$ cat src/rtl/bsg_wormhole_router_adapter_out.sv
// Wormhole link receiver: collects a header flit plus its body flits into one wide
// packet and presents it to the endpoint with a valid/ready handshake.
module bsg_wormhole_router_adapter_out #(
    parameter int flit_width_p        = 8,
    parameter int max_payload_width_p = 17,
    parameter int cord_width_p        = 4,
    parameter int len_width_p         = 2,
    localparam int max_packet_width_lp = max_payload_width_p + len_width_p + cord_width_p
) (
    input  logic                           clk_i,
    input  logic                           reset_i,

    input  logic [flit_width_p-1:0]        link_data_i,
    input  logic                           link_v_i,
    output logic                           link_ready_and_o,

    output logic [max_packet_width_lp-1:0] packet_o,
    output logic                           packet_v_o,
    input  logic                           packet_ready_and_i
);

    localparam int max_num_flit_lp = (max_packet_width_lp + flit_width_p - 1) / flit_width_p;

    typedef enum logic [1:0] {eHdr, eBody, eOut} state_e;

    state_e                         state_q, state_d;
    logic [len_width_p-1:0]         len_q, len_d;
    logic [len_width_p-1:0]         rem_q, rem_d;
    logic [max_packet_width_lp-1:0] pkt_q, pkt_d;

    logic                   flit_hs;
    logic                   pkt_hs;
    logic [len_width_p-1:0] hdr_len;
    logic [len_width_p-1:0] slice_idx;
    logic                   wr_en;
    int                     wr_slice;

    assign link_ready_and_o = ~reset_i & (state_q != eOut);
    assign packet_v_o       = (state_q == eOut);
    assign packet_o         = pkt_q;

    assign flit_hs   = link_v_i & link_ready_and_o;
    assign pkt_hs    = packet_v_o & packet_ready_and_i;
    assign hdr_len   = link_data_i[cord_width_p +: len_width_p];
    assign slice_idx = len_q - rem_q + len_width_p'(1);

    always_comb begin
        state_d  = state_q;
        len_d    = len_q;
        rem_d    = rem_q;
        pkt_d    = pkt_q;
        wr_en    = 1'b0;
        wr_slice = 0;

        case (state_q)
            eHdr: begin
                if (flit_hs) begin
                    pkt_d    = '0;
                    wr_en    = 1'b1;
                    wr_slice = 0;
                    len_d    = hdr_len;
                    rem_d    = hdr_len;
                    state_d  = (hdr_len == '0) ? eOut : eBody;
                end
            end
            eBody: begin
                if (flit_hs) begin
                    wr_en    = 1'b1;
                    wr_slice = int'(slice_idx);
                    rem_d    = rem_q - len_width_p'(1);
                    if (rem_q == len_width_p'(1)) begin
                        state_d = eOut;
                    end
                end
            end
            eOut: begin
                if (pkt_hs) begin
                    state_d = eHdr;
                end
            end
            default: state_d = eHdr;
        endcase

        // Bit-wise slice write; slices past the packet width simply match no bit.
        if (wr_en) begin
            for (int i = 0; i < max_packet_width_lp; i++) begin
                if (wr_slice == i / flit_width_p) begin
                    pkt_d[i] = link_data_i[i % flit_width_p];
                end
            end
        end
    end

    always_ff @(posedge clk_i) begin
        if (reset_i) begin
            state_q <= eHdr;
            len_q   <= '0;
            rem_q   <= '0;
            pkt_q   <= '0;
        end else begin
            state_q <= state_d;
            len_q   <= len_d;
            rem_q   <= rem_d;
            pkt_q   <= pkt_d;
        end
    end

`ifndef SYNTHESIS
    always_ff @(posedge clk_i) begin
        if (!reset_i && state_q == eHdr && flit_hs) begin
            assert (int'(hdr_len) <= max_num_flit_lp - 1)
                else $error("header len %0d exceeds max body flits", hdr_len);
        end
    end
`endif

endmodule

$ cat config.mk
export PLATFORM = sky130hd
export DESIGN_NAME = bsg_wormhole_router_adapter_out
export DESIGN_NICKNAME = d
export VERILOG_FILES = /design/src/rtl/bsg_wormhole_router_adapter_out.sv
export SDC_FILE = /design/constraint.sdc
export NUM_CORES = 1
export LEC_CHECK = 0
export CORE_ASPECT_RATIO = 0.7
export CORE_MARGIN = 1
export CORE_UTILIZATION = 42
export CTS_CLUSTER_DIAMETER = 40
export DETAILED_ROUTE_END_ITERATION = 12
export PLACE_DENSITY = 0.71
export SETUP_SLACK_MARGIN = 0.5
export SLEW_MARGIN = 10
export SYNTH_ARGS = -nofsm -noshare
export SYNTH_HDL_FRONTEND = slang
export SYNTH_SLANG_ARGS = --single-unit
export TNS_END_PERCENT = 10
$ cat constraint.sdc
create_clock -name clk_i -period 1.8 [get_ports clk_i]
set_input_delay 0.36 -clock clk_i [delete_from_list [all_inputs] [get_ports clk_i]]
set_output_delay 0.36 -clock clk_i [all_outputs]
set_load 0.02 [all_outputs]
==> results of run 1 <==
==> worst reg2reg max path, cell delays in order (launching register included) <==
cell and delay [ns]:
dfxtp_2 0.35, inv_2 0.05, ha_4 0.15, xnor3_2 0.26
nand4bb_1 0.21, buf_6 0.17, mux2_4 0.30
==> metrics by stage <==
stage | power, W | worst slack, ns | area [um2] | util [%]
3_5_place_dp | 0.00104 | -0.102 | 1900 | 60.2
5_1_grt | 0.00179 | 0.160 | 2040 | 64.8
2_1_floorplan | 0.000886 | 0.285 | 1410 | -
3_3_place_gp | 0.00103 | -0.0747 | 1900 | 60.2
6_report | 0.00172 | 0.200 | 2040 | 64.8
4_1_cts | 0.00173 | 0.204 | 2020 | 64.0
==> synthesized netlist by cell type, drive strengths merged <==
library cell / number / share of area (%)
nor3: 2 / 0.72
nand3: 1 / 0.36
nor3b: 9 / 6.0
xnor3: 1 / 1.7
o21ai: 1 / 0.36
a211oi: 3 / 1.6
buf: 3 / 2.0
mux2i: 18 / 13
dfxtp: 29 / 42
ha: 2 / 1.8
nor2: 4 / 1.1
a31oi: 1 / 1.5
or3b: 1 / 0.63
nor2b: 3 / 1.4
mux2: 7 / 7.6
inv: 3 / 0.81
o21bai: 1 / 0.54
o21a: 1 / 0.54
clkbuf: 6 / 1.6
a21oi: 2 / 0.72
nand2: 5 / 1.4
and4: 1 / 0.63
nand4bb: 1 / 0.81
nand3b: 8 / 4.3
nand2b: 16 / 7.2
==> final cells by class <==
| cell class | count | area (um2) |
|---|---|---|
| multi-input cells | 88 | 768 |
| flip-flops and latches | 29 | 583 |
| repair buffers | 51 | 514 |
| inverters | 3 | 11.3 |
| well taps | 38 | 47.5 |
| fillers | 257 | 1110 |
| clock buffers | 7 | 86.3 |
| clock inverters | 1 | 30.0 |
==> worst max-delay path by stage <==
stage | depth (start not counted) | slack [ns] | end
after floorplan | 6 | 0.28 | packet_o[16]
after global routing | 6 | 0.16 | packet_o[21]
final | 6 | 0.20 | packet_o[19]
after detailed placement | 3 | -0.10 | link_ready_and_o
after global placement | 3 | -0.07 | link_ready_and_o
after CTS | 6 | 0.20 | packet_o[21]
==> sequential cells by signal (all words and copies together), names as in the netlist <==
name      count
len_q         2
packet_o     23
rem_q         2
state_q       2
==> kinds of logic after synthesis <==
group,after synthesis
AOI/OAI and AO/OA,9
DFF,29
and+or+nand+nor,51
muxes,25
adders and majority gates,2
xor gates and xnor gates,1
buffers and inverters,12
==> power groups by stage <==
stage,Sequential (W),Combinational (W),Clock (W)
floorplan,0.000732,0.000153,0
global placement,0.000707,0.000318,0
detailed placement,0.000709,0.000327,0
CTS,0.000695,0.000327,0.000710
global route,0.000697,0.000355,0.000738
finish,0.000695,0.000330,0.000699
==> layer usage <==
| layer | vias to the layer above | GRT usage (%) | part of all wire, % |
|---|---|---|---|
| met5 | - | 0 | 0 |
| met4 | 0 | 7.00 | 0.94 |
| met3 | 5 | 6.02 | 5.1 |
| met2 | 28 | 31.9 | 47 |
| met1 | 531 | 23.3 | 47 |
| li1 | 545 | - | - |
==> timing repair <==
action	4_1_cts	5_1_grt
setup buffers	0	1
endpoints found under the setup margin	53	50
gates resized for setup	20	7
pin swaps	0	2
cloned	0	0
==> flow_metrics.py, run 1 <==
metrics = {
    "clock_tree": {
        "clock_path_buffers": 2,
        "postCtsHoldBufs": 0,
        "path_clk_slew_ns": 0.06,
        "cts_buffers": 5,
        "worstSkewPairLatency_ns": 0.28,
        "cts-root-buf": "clkbuf_8",
        "cts-htree-levels": 2,
        "cts_tree": "yes",
        "cts_sinks": 29,
    },
    "synth": {
        "synth_cell_types": 28,
        "mappedNetlistNets": 143,
        "synth_warnings": 0,
        "yosys.area_share.xor_xnor_pct": 1.71,
        "synthAdderAreaFrac_pct": 1.80,
        "synth_compound_area_share_pct": 5.31,
        "netlist_area_um2": 1390,
        "yosys.area_share.simple_pct": 24.5,
        "synth_cells": 129,
        "synth-seq-area-share_pct": 41.8,
        "synth_top_family_by_area": "simple AND/OR/NAND/NOR gates",
        "post_synth.cell_area_avg_um2": 10.8,
        "yosys-mux-area-fraction_pct": 20.5,
        "ys_ff_latch": 29,
    },
    "power_and_ir_drop": {
        "p_comb_share_pct": 19.1,
        "seq_power_share_pct": 40.3,
        "power_density_nw_per_um2": 844,
        "p_sw_w": 0.000421,
        "internal_power_w": 0.00130,
        "vdd_ir_drop_max_v": 0.000690,
        "power_leakage_nw": 0.837,
        "switching_share_pct": 24.4,
        "clkPwrFrac_pct": 40.6,
    },
    "timing": {
        "finalSetupTns_ns": 0,
        "drv_slew": 0,
        "rsz0062_at_grt": "true",
        "period_share_pct": 88.9,
        "finalSetupViolations": 0,
        "hold_ws_ns": 0.472,
        "fmax_ghz": 0.625,
        "fin_crit_ns": 1.60,
        "finClkSkew_ns": 0.00708,
        "slew_headroom_pct": 81.9,
        "final_hold_viol_count": 0,
        "worst_pin_slew_ns": 0.271,
    },
    "setup_path": {
        "rrSetupSlack_ns": 0.20,
        "required_ns": 1.97,
        "reg2reg_depth": 6,
        "path_delay_family": "flip-flops",
        "worst-setup-path-type": "reg2reg",
        "slowest_delay_ns": 0.35,
        "worst-path-buf-inv": 2,
        "cp_max_fo": 7,
        "crit_chain": "inv_2 -> ha_4 -> xnor3_2 -> nand4bb_1 -> buf_6 -> mux2_4",
        "critPathCaptureType": "flop",
        "start_kind": "flop",
        "r2r-end": "packet_o[19]",
        "setup.worst_path.start": "rem_q[0]",
        "crit_slowest_cell": "dfxtp_2",
        "worstPathArrival_ns": 1.77,
        "rr_startpoint": "rem_q[0]",
    },
    "min_path": {
        "worstHoldEndpoint": "state_q[0]",
        "whs_path_depth": 3,
        "hp-start": "reset_i",
        "hold_class": "in2reg",
    },
    "place": {
        "placed_cells": 208,
        "port_buffers": 36,
        "gp_congestion": 0.789,
        "dp_hpwl_um": 2210,
    },
    "floorplan": {
        "start_util_pct": 44.2,
        "rows": 17,
        "die_w_um": 70.8,
        "fp.coreArea_um2": 3150,
        "dieArea_um2": 3550,
        "fp.dieH_um": 50.1,
        "io_pins": 37,
    },
    "status": {
        "violations": "design-rule violations",
        "status": "complete, but fails checks",
    },
    "detailed_routing": {
        "drc_errors": 4,
        "drtIter0Drc": 47,
        "routed_wl_um": 3090,
        "vias": 1109,
        "drt-pass1-iter-count": 8,
        "wl_per_cell_um": 14.2,
        "vias_per_cell": 5.11,
        "final_antenna_net_count": 0,
    },
    "final_layout": {
        "nets": 192,
        "final-instance-count-excl-fill": 217,
        "insertedDiodeCount": 0,
        "area_growth_pct": 46.8,
        "layout-drive-gt1-share_pct": 25.1,
        "layout_common_cells": "clkdlybuf4s50_1, dfxtp_1, mux2i_1, nand2b_1, buf_4",
    },
    "global_route": {
        "grt_max_degree": 28,
        "grt_pass1_vias": 1081,
        "grt_pass1_wl_um": 5090,
        "grt_antenna_before_repair": 0,
        "grt_usage_pct": 19.1,
        "grt_overflow": 0,
    },
    "run": {
        "drv_cap": 0,
    },
}
(Power assumes the default switching activity.)
==> inputs of run 2 (changes only) <==
--- a/config.mk
+++ b/config.mk
@@ -11,6 +11,7 @@
 export CTS_CLUSTER_DIAMETER = 40
 export DETAILED_ROUTE_END_ITERATION = 12
 export PLACE_DENSITY = 0.71
+export RECOVER_POWER = 100
 export SETUP_SLACK_MARGIN = 0.5
 export SLEW_MARGIN = 10
 export SYNTH_ARGS = -nofsm -noshare
==> flow_metrics.py, run 2 (synthesis gave the netlist of run 1 again) <==
metrics = {
    "status": {
        "status": "complete, but fails checks",
        "violations": "design-rule violations",
    },
    "place": {
        "dp_hpwl_um": 2210,
        "placed_area_um2": 1900,
        "placed_cells": 208,
        "gp_congestion": 0.789,
        "port_buffers": 36,
    },
    "global_route": {
        "grt-busiest-layer": "met2",
        "gr-usage-met2_pct": 31.9,
        "grt_max_degree": 28,
        "grt_pass1_vias": 1081,
        "grt_antenna_before_repair": 0,
        "gr-usage-met1_pct": 23.3,
        "met3_usage_pct": 6.02,
        "grt_pass1_wl_um": 5090,
        "grt_usage_pct": 19.1,
        "grt_overflow": 0,
    },
    "power_and_ir_drop": {
        "vdd_ir_drop_max_v": 0.000659,
        "power_leakage_nw": 0.873,
        "power_density_nw_per_um2": 852,
    },
    "setup_path": {
        "worst-setup-path-type": "reg2out",
        "required_ns": 1.44,
        "path_delay_family": "buffers and inverters",
        "slowest_delay_ns": 0.68,
        "worstPathArrival_ns": 1.29,
        "worst-path-buf-inv": 1,
        "crit_slowest_cell": "dlygate4sd3_1",
        "crit_chain": "dlygate4sd3_1",
        "rrSetupSlack_ns": 0.18,
        "critPathCaptureType": "output port",
        "setup.worst_path.start": "packet_o[3]",
        "rr_startpoint": "state_q[1]",
        "start_kind": "flop",
        "cp_max_fo": 2,
    },
    "detailed_routing": {
        "drt-pass1-iter-count": 8,
        "vias_per_cell": 5.06,
        "routed_wl_um": 3100,
        "drc_errors": 4,
        "wl_per_cell_um": 14.3,
        "vias": 1099,
        "drtIter0Drc": 43,
        "final_antenna_net_count": 0,
    },
    "clock_tree": {
        "cts_tree": "yes",
        "cts-root-buf": "clkbuf_8",
        "cts_buffers": 5,
        "clock_path_buffers": 2,
        "path_clk_slew_ns": 0.06,
        "cts_sinks": 29,
        "cts-htree-levels": 2,
        "worstSkewPairLatency_ns": 0.28,
    },
    "final_layout": {
        "final_common_cell": "dfxtp_1",
        "final-instance-count-excl-fill": 217,
        "largest_reg_flops": 23,
        "layout_common_cells": "dfxtp_1, dlygate4sd3_1, mux2i_1, nand2b_1",
        "layout-drive-gt1-share_pct": 19.0,
        "nFillCells": 265,
        "fin_area_um2": 2000,
        "insertedDiodeCount": 0,
        "nets": 192,
        "area_growth_pct": 44.2,
    },
    "timing": {
        "final_hold_viol_count": 0,
        "fmax_ghz": 0.606,
        "finalSetupViolations": 0,
        "rsz0062_at_grt": "true",
        "finClkSkew_ns": 0.00800,
        "fin_crit_ns": 1.65,
        "drv_slew": 0,
        "period_share_pct": 91.7,
        "worst_pin_slew_ns": 0.387,
        "hold_ws_ns": 0.472,
        "slew_headroom_pct": 74.2,
    },
    "run": {
        "drv_cap": 0,
    },
    "floorplan": {
        "io_pins": 37,
        "fp.dieH_um": 50.1,
        "rows": 17,
        "dieArea_um2": 3550,
        "die_w_um": 70.8,
        "start_util_pct": 44.2,
        "fp.coreArea_um2": 3150,
    },
    "min_path": {
        "hp-start": "reset_i",
        "hold_class": "in2reg",
    },
}
## run 2: cell count changes in the layout (fill, tap and decap cells not counted), sizes merged
cell,delta
dlygate4sd3,+19
clkdlybuf4s25,+4
clkdlybuf4s50,-19
buf,-3
clkbuf,+3
clkdlybuf4s15,-4
## run 2: cell type report
cell class / instances / area [um2] / share of cell area (%)
Multi-Input combinational cell: 88 / 748 / 37.3
Sequential cell: 29 / 583 / 29.1
Timing Repair Buffer: 51 / 498 / 24.8
Clock buffer: 7 / 86.3 / 4.31
Tap cell: 38 / 47.5 / 2.37
Clock inverter: 1 / 30.0 / 1.50
Inverter: 3 / 11.3 / 0.562
## run 2: timing repair
action | CTS | global route
gates resized for setup | 20 | 7
buffers inserted | 0 | 1
gates cloned | 0 | 0
pin swaps | 0 | 2
hold buffers | 0 | 0
setup endpoints to repair | 53 | 50
## run 2: power by group
part	internal, W	leakage (nW)	total, W	switching (W)
registers	0.000675	0.237	0.000693	0.0000182
clock network	0.000451	0.0585	0.000700	0.000249
logic	0.000161	0.578	0.000314	0.000153
## run 2: path summary, 6_finish.rpt
check                       to  cells past startpoint
setup / recovery   packet_o[3]                      1
hold / removal      state_q[0]                      3
setup reg to reg  packet_o[22]                      5
hold reg to reg    packet_o[2]                      2
## run 2: per-stage QoR
step	TNS (ns)	total power [W]	setup WS [ns]	util (%)
final	0	0.00171	0.150	63.7
after floorplan	0	0.000886	0.285	-
after CTS	0	0.00173	0.204	64.0
after global placement	-0.754	0.00103	-0.0747	60.2
after global routing	0	0.00177	0.0952	63.7
after detailed placement	-1.07	0.00104	-0.102	60.2
## run 2: per-layer routing
| layer | vias up | part of all wire (%) |
|---|---|---|
| li1 | 548 | - |
| met1 | 518 | 48 |
| met2 | 28 | 46 |
| met3 | 5 | 5.1 |
| met4 | 0 | 1.0 |
| met5 | - | 0 |
==> inputs of run 3 (changes only) <==
--- a/config.mk
+++ b/config.mk
@@ -5,12 +5,14 @@
 export SDC_FILE = /design/constraint.sdc
 export NUM_CORES = 1
 export LEC_CHECK = 0
+export CELL_PAD_IN_SITES_DETAIL_PLACEMENT = 0
+export CELL_PAD_IN_SITES_GLOBAL_PLACEMENT = 1
 export CORE_ASPECT_RATIO = 0.7
 export CORE_MARGIN = 1
-export CORE_UTILIZATION = 42
+export CORE_UTILIZATION = 36
 export CTS_CLUSTER_DIAMETER = 40
 export DETAILED_ROUTE_END_ITERATION = 12
-export PLACE_DENSITY = 0.71
+export PLACE_DENSITY_LB_ADDON = 0.1
 export RECOVER_POWER = 100
 export SETUP_SLACK_MARGIN = 0.5
 export SLEW_MARGIN = 10
==> flow_metrics.py, run 3 (synthesis gave the netlist of run 1 again) <==
metrics = {
    "run": {
        "drv_cap": 0,
    },
    "power_and_ir_drop": {
        "seq_power_share_pct": 40.7,
        "power_density_nw_per_um2": 859,
        "power_leakage_nw": 0.881,
        "switching_share_pct": 24.4,
        "p_comb_share_pct": 18.7,
        "vdd_ir_drop_max_v": 0.000497,
        "internal_power_w": 0.00129,
        "clkPwrFrac_pct": 40.5,
        "p_sw_w": 0.000414,
    },
    "final_layout": {
        "regArea_um2": 582,
        "final_common_cell": "dfxtp_1",
        "multi_input_area_um2": 736,
        "layout-drive-gt1-share_pct": 15.5,
        "area_growth_pct": 42.3,
        "final_util_pct": 54.9,
        "layout_common_cells": "dfxtp_1, dlygate4sd2_1, mux2i_1, nand2b_1, buf_4",
        "nets": 194,
        "final-instance-count-excl-fill": 231,
        "insertedDiodeCount": 0,
        "nFillCells": 365,
        "largest_reg_flops": 23,
    },
    "timing": {
        "slew_headroom_pct": 72.4,
        "timing.final.ws_setup_ns": 0.181,
        "worst_pin_slew_ns": 0.414,
        "rsz0062_at_grt": "true",
        "drv_slew": 0,
        "period_share_pct": 89.9,
        "finClkSkew_ns": 0.00327,
        "fin_crit_ns": 1.62,
        "fmax_ghz": 0.618,
        "finalSetupViolations": 0,
        "hold_ws_ns": 0.475,
        "final_hold_viol_count": 0,
    },
    "floorplan": {
        "die_w_um": 76.3,
        "start_util_pct": 38.6,
        "dieArea_um2": 4120,
        "rows": 18,
        "fp.dieH_um": 54.0,
        "fp.coreArea_um2": 3600,
        "io_pins": 37,
    },
    "detailed_routing": {
        "routed_wl_um": 3120,
        "drtIter0Drc": 41,
        "drt-pass1-iter-count": 4,
        "final_antenna_net_count": 0,
        "drc_errors": 0,
        "met3RoutedLength_um": 106,
        "met1Wirelength_um": 1640,
        "vias_per_cell": 4.74,
        "vias": 1094,
        "top_layer": "met4",
        "wl_per_cell_um": 13.5,
        "dr_wl_met2_um": 1350,
    },
    "global_route": {
        "grt_overflow": 0,
        "grt_antenna_before_repair": 0,
        "grt_max_degree": 38,
        "grt_pass1_vias": 1046,
        "grt_pass1_wl_um": 5170,
        "grt_usage_pct": 17.0,
    },
    "setup_path": {
        "worst-setup-path-type": "reg2out",
        "cp_max_fo": 2,
        "rrSetupSlack_ns": 0.20,
        "critPathCaptureType": "output port",
        "worst-path-buf-inv": 1,
        "required_ns": 1.44,
        "rr_startpoint": "rem_q[1]",
        "path_delay_family": "buffers and inverters",
        "r2r-end": "packet_o[19]",
        "start_kind": "flop",
        "crit_chain": "dlygate4sd3_1",
        "slowest_delay_ns": 0.67,
        "crit_slowest_cell": "dlygate4sd3_1",
        "reg2reg_depth": 4,
        "worstPathArrival_ns": 1.26,
    },
    "min_path": {
        "hold_class": "reg2reg",
        "hp-start": "packet_o[0]",
        "worstHoldEndpoint": "packet_o[0]",
        "whs_path_depth": 2,
    },
    "clock_tree": {
        "cts_buffers": 5,
        "cts_tree": "yes",
        "worstSkewPairLatency_ns": 0.27,
        "cts_sinks": 29,
        "postCtsHoldBufs": 0,
        "path_clk_slew_ns": 0.06,
        "clock_path_buffers": 2,
        "cts-htree-levels": 2,
        "cts-root-buf": "clkbuf_8",
    },
    "place": {
        "gp_congestion": 0.749,
        "placed_cells": 219,
        "post-place-ws_ns": -0.108,
        "dp_hpwl_um": 2200,
        "port_buffers": 36,
    },
    "status": {
        "status": "completed",
    },
}
==> run 3: cell types whose count changed in the layout (fill, tap and decap cells not counted), sizes merged <==
cell	change
dlymetal6s2s	-2
clkdlybuf4s25	-3
clkbuf	+2
dlygate4sd2	+19
dlygate4sd3	-14
==> run 3: layout make-up <==
cell class / instances / area share, %
Inverter: 3 / 0.569
Sequential cell: 29 / 29.4
Multi-Input combinational cell: 88 / 37.2
Timing Repair Buffer: 53 / 23.8
Clock buffer: 7 / 4.36
Clock inverter: 1 / 1.52
Tap cell: 50 / 3.16
==> run 3: worst max path at each step <==
stage | startpoint | to | slack [ns] | cells after the start
after global placement | reset_i | link_ready_and_o | -0.09 | 3
after detailed placement | reset_i | packet_o[11] | -0.11 | 6
after floorplan | rem_q[0] | packet_o[16] | 0.28 | 6
after CTS | len_q[0] | packet_o[16] | 0.23 | 5
final | packet_o[19] | packet_o[19] | 0.18 | 1
after global routing | rem_q[0] | packet_o[11] | 0.11 | 7
==> run 3: timing repair <==
item                                   CTS  global route
gates resized for setup                 32             0
pin swaps                                2             0
buffers inserted                         4             0
setup endpoints to repair               52            51
endpoints found under the hold margin    0             0
==> run 3: metrics by stage <==
step	instance area [um2]	TNS, ns	total power (W)
after global routing	1980	0	0.00179
after global placement	1900	-0.797	0.00103
after detailed placement	1900	-1.44	0.00104
after CTS	2030	0	0.00174
final	1980	0	0.00170
after floorplan	1410	0	0.000886
==> run 3: power by group through the flow <==
stage | Combinational (W) | Sequential [W] | Clock (W)
2_1_floorplan | 0.000153 | 0.000732 | 0
3_3_place_gp | 0.000324 | 0.000707 | 0
3_5_place_dp | 0.000330 | 0.000709 | 0
4_1_cts | 0.000336 | 0.000694 | 0.000712
5_1_grt | 0.000345 | 0.000696 | 0.000746
6_report | 0.000319 | 0.000692 | 0.000689
==> run 3: routing by layer <==
layer  track usage, %  vias up
li1                 -      553
met1             22.2      512
met2             26.7       25
met3             5.08        4
met4             6.73        0
met5                0        -
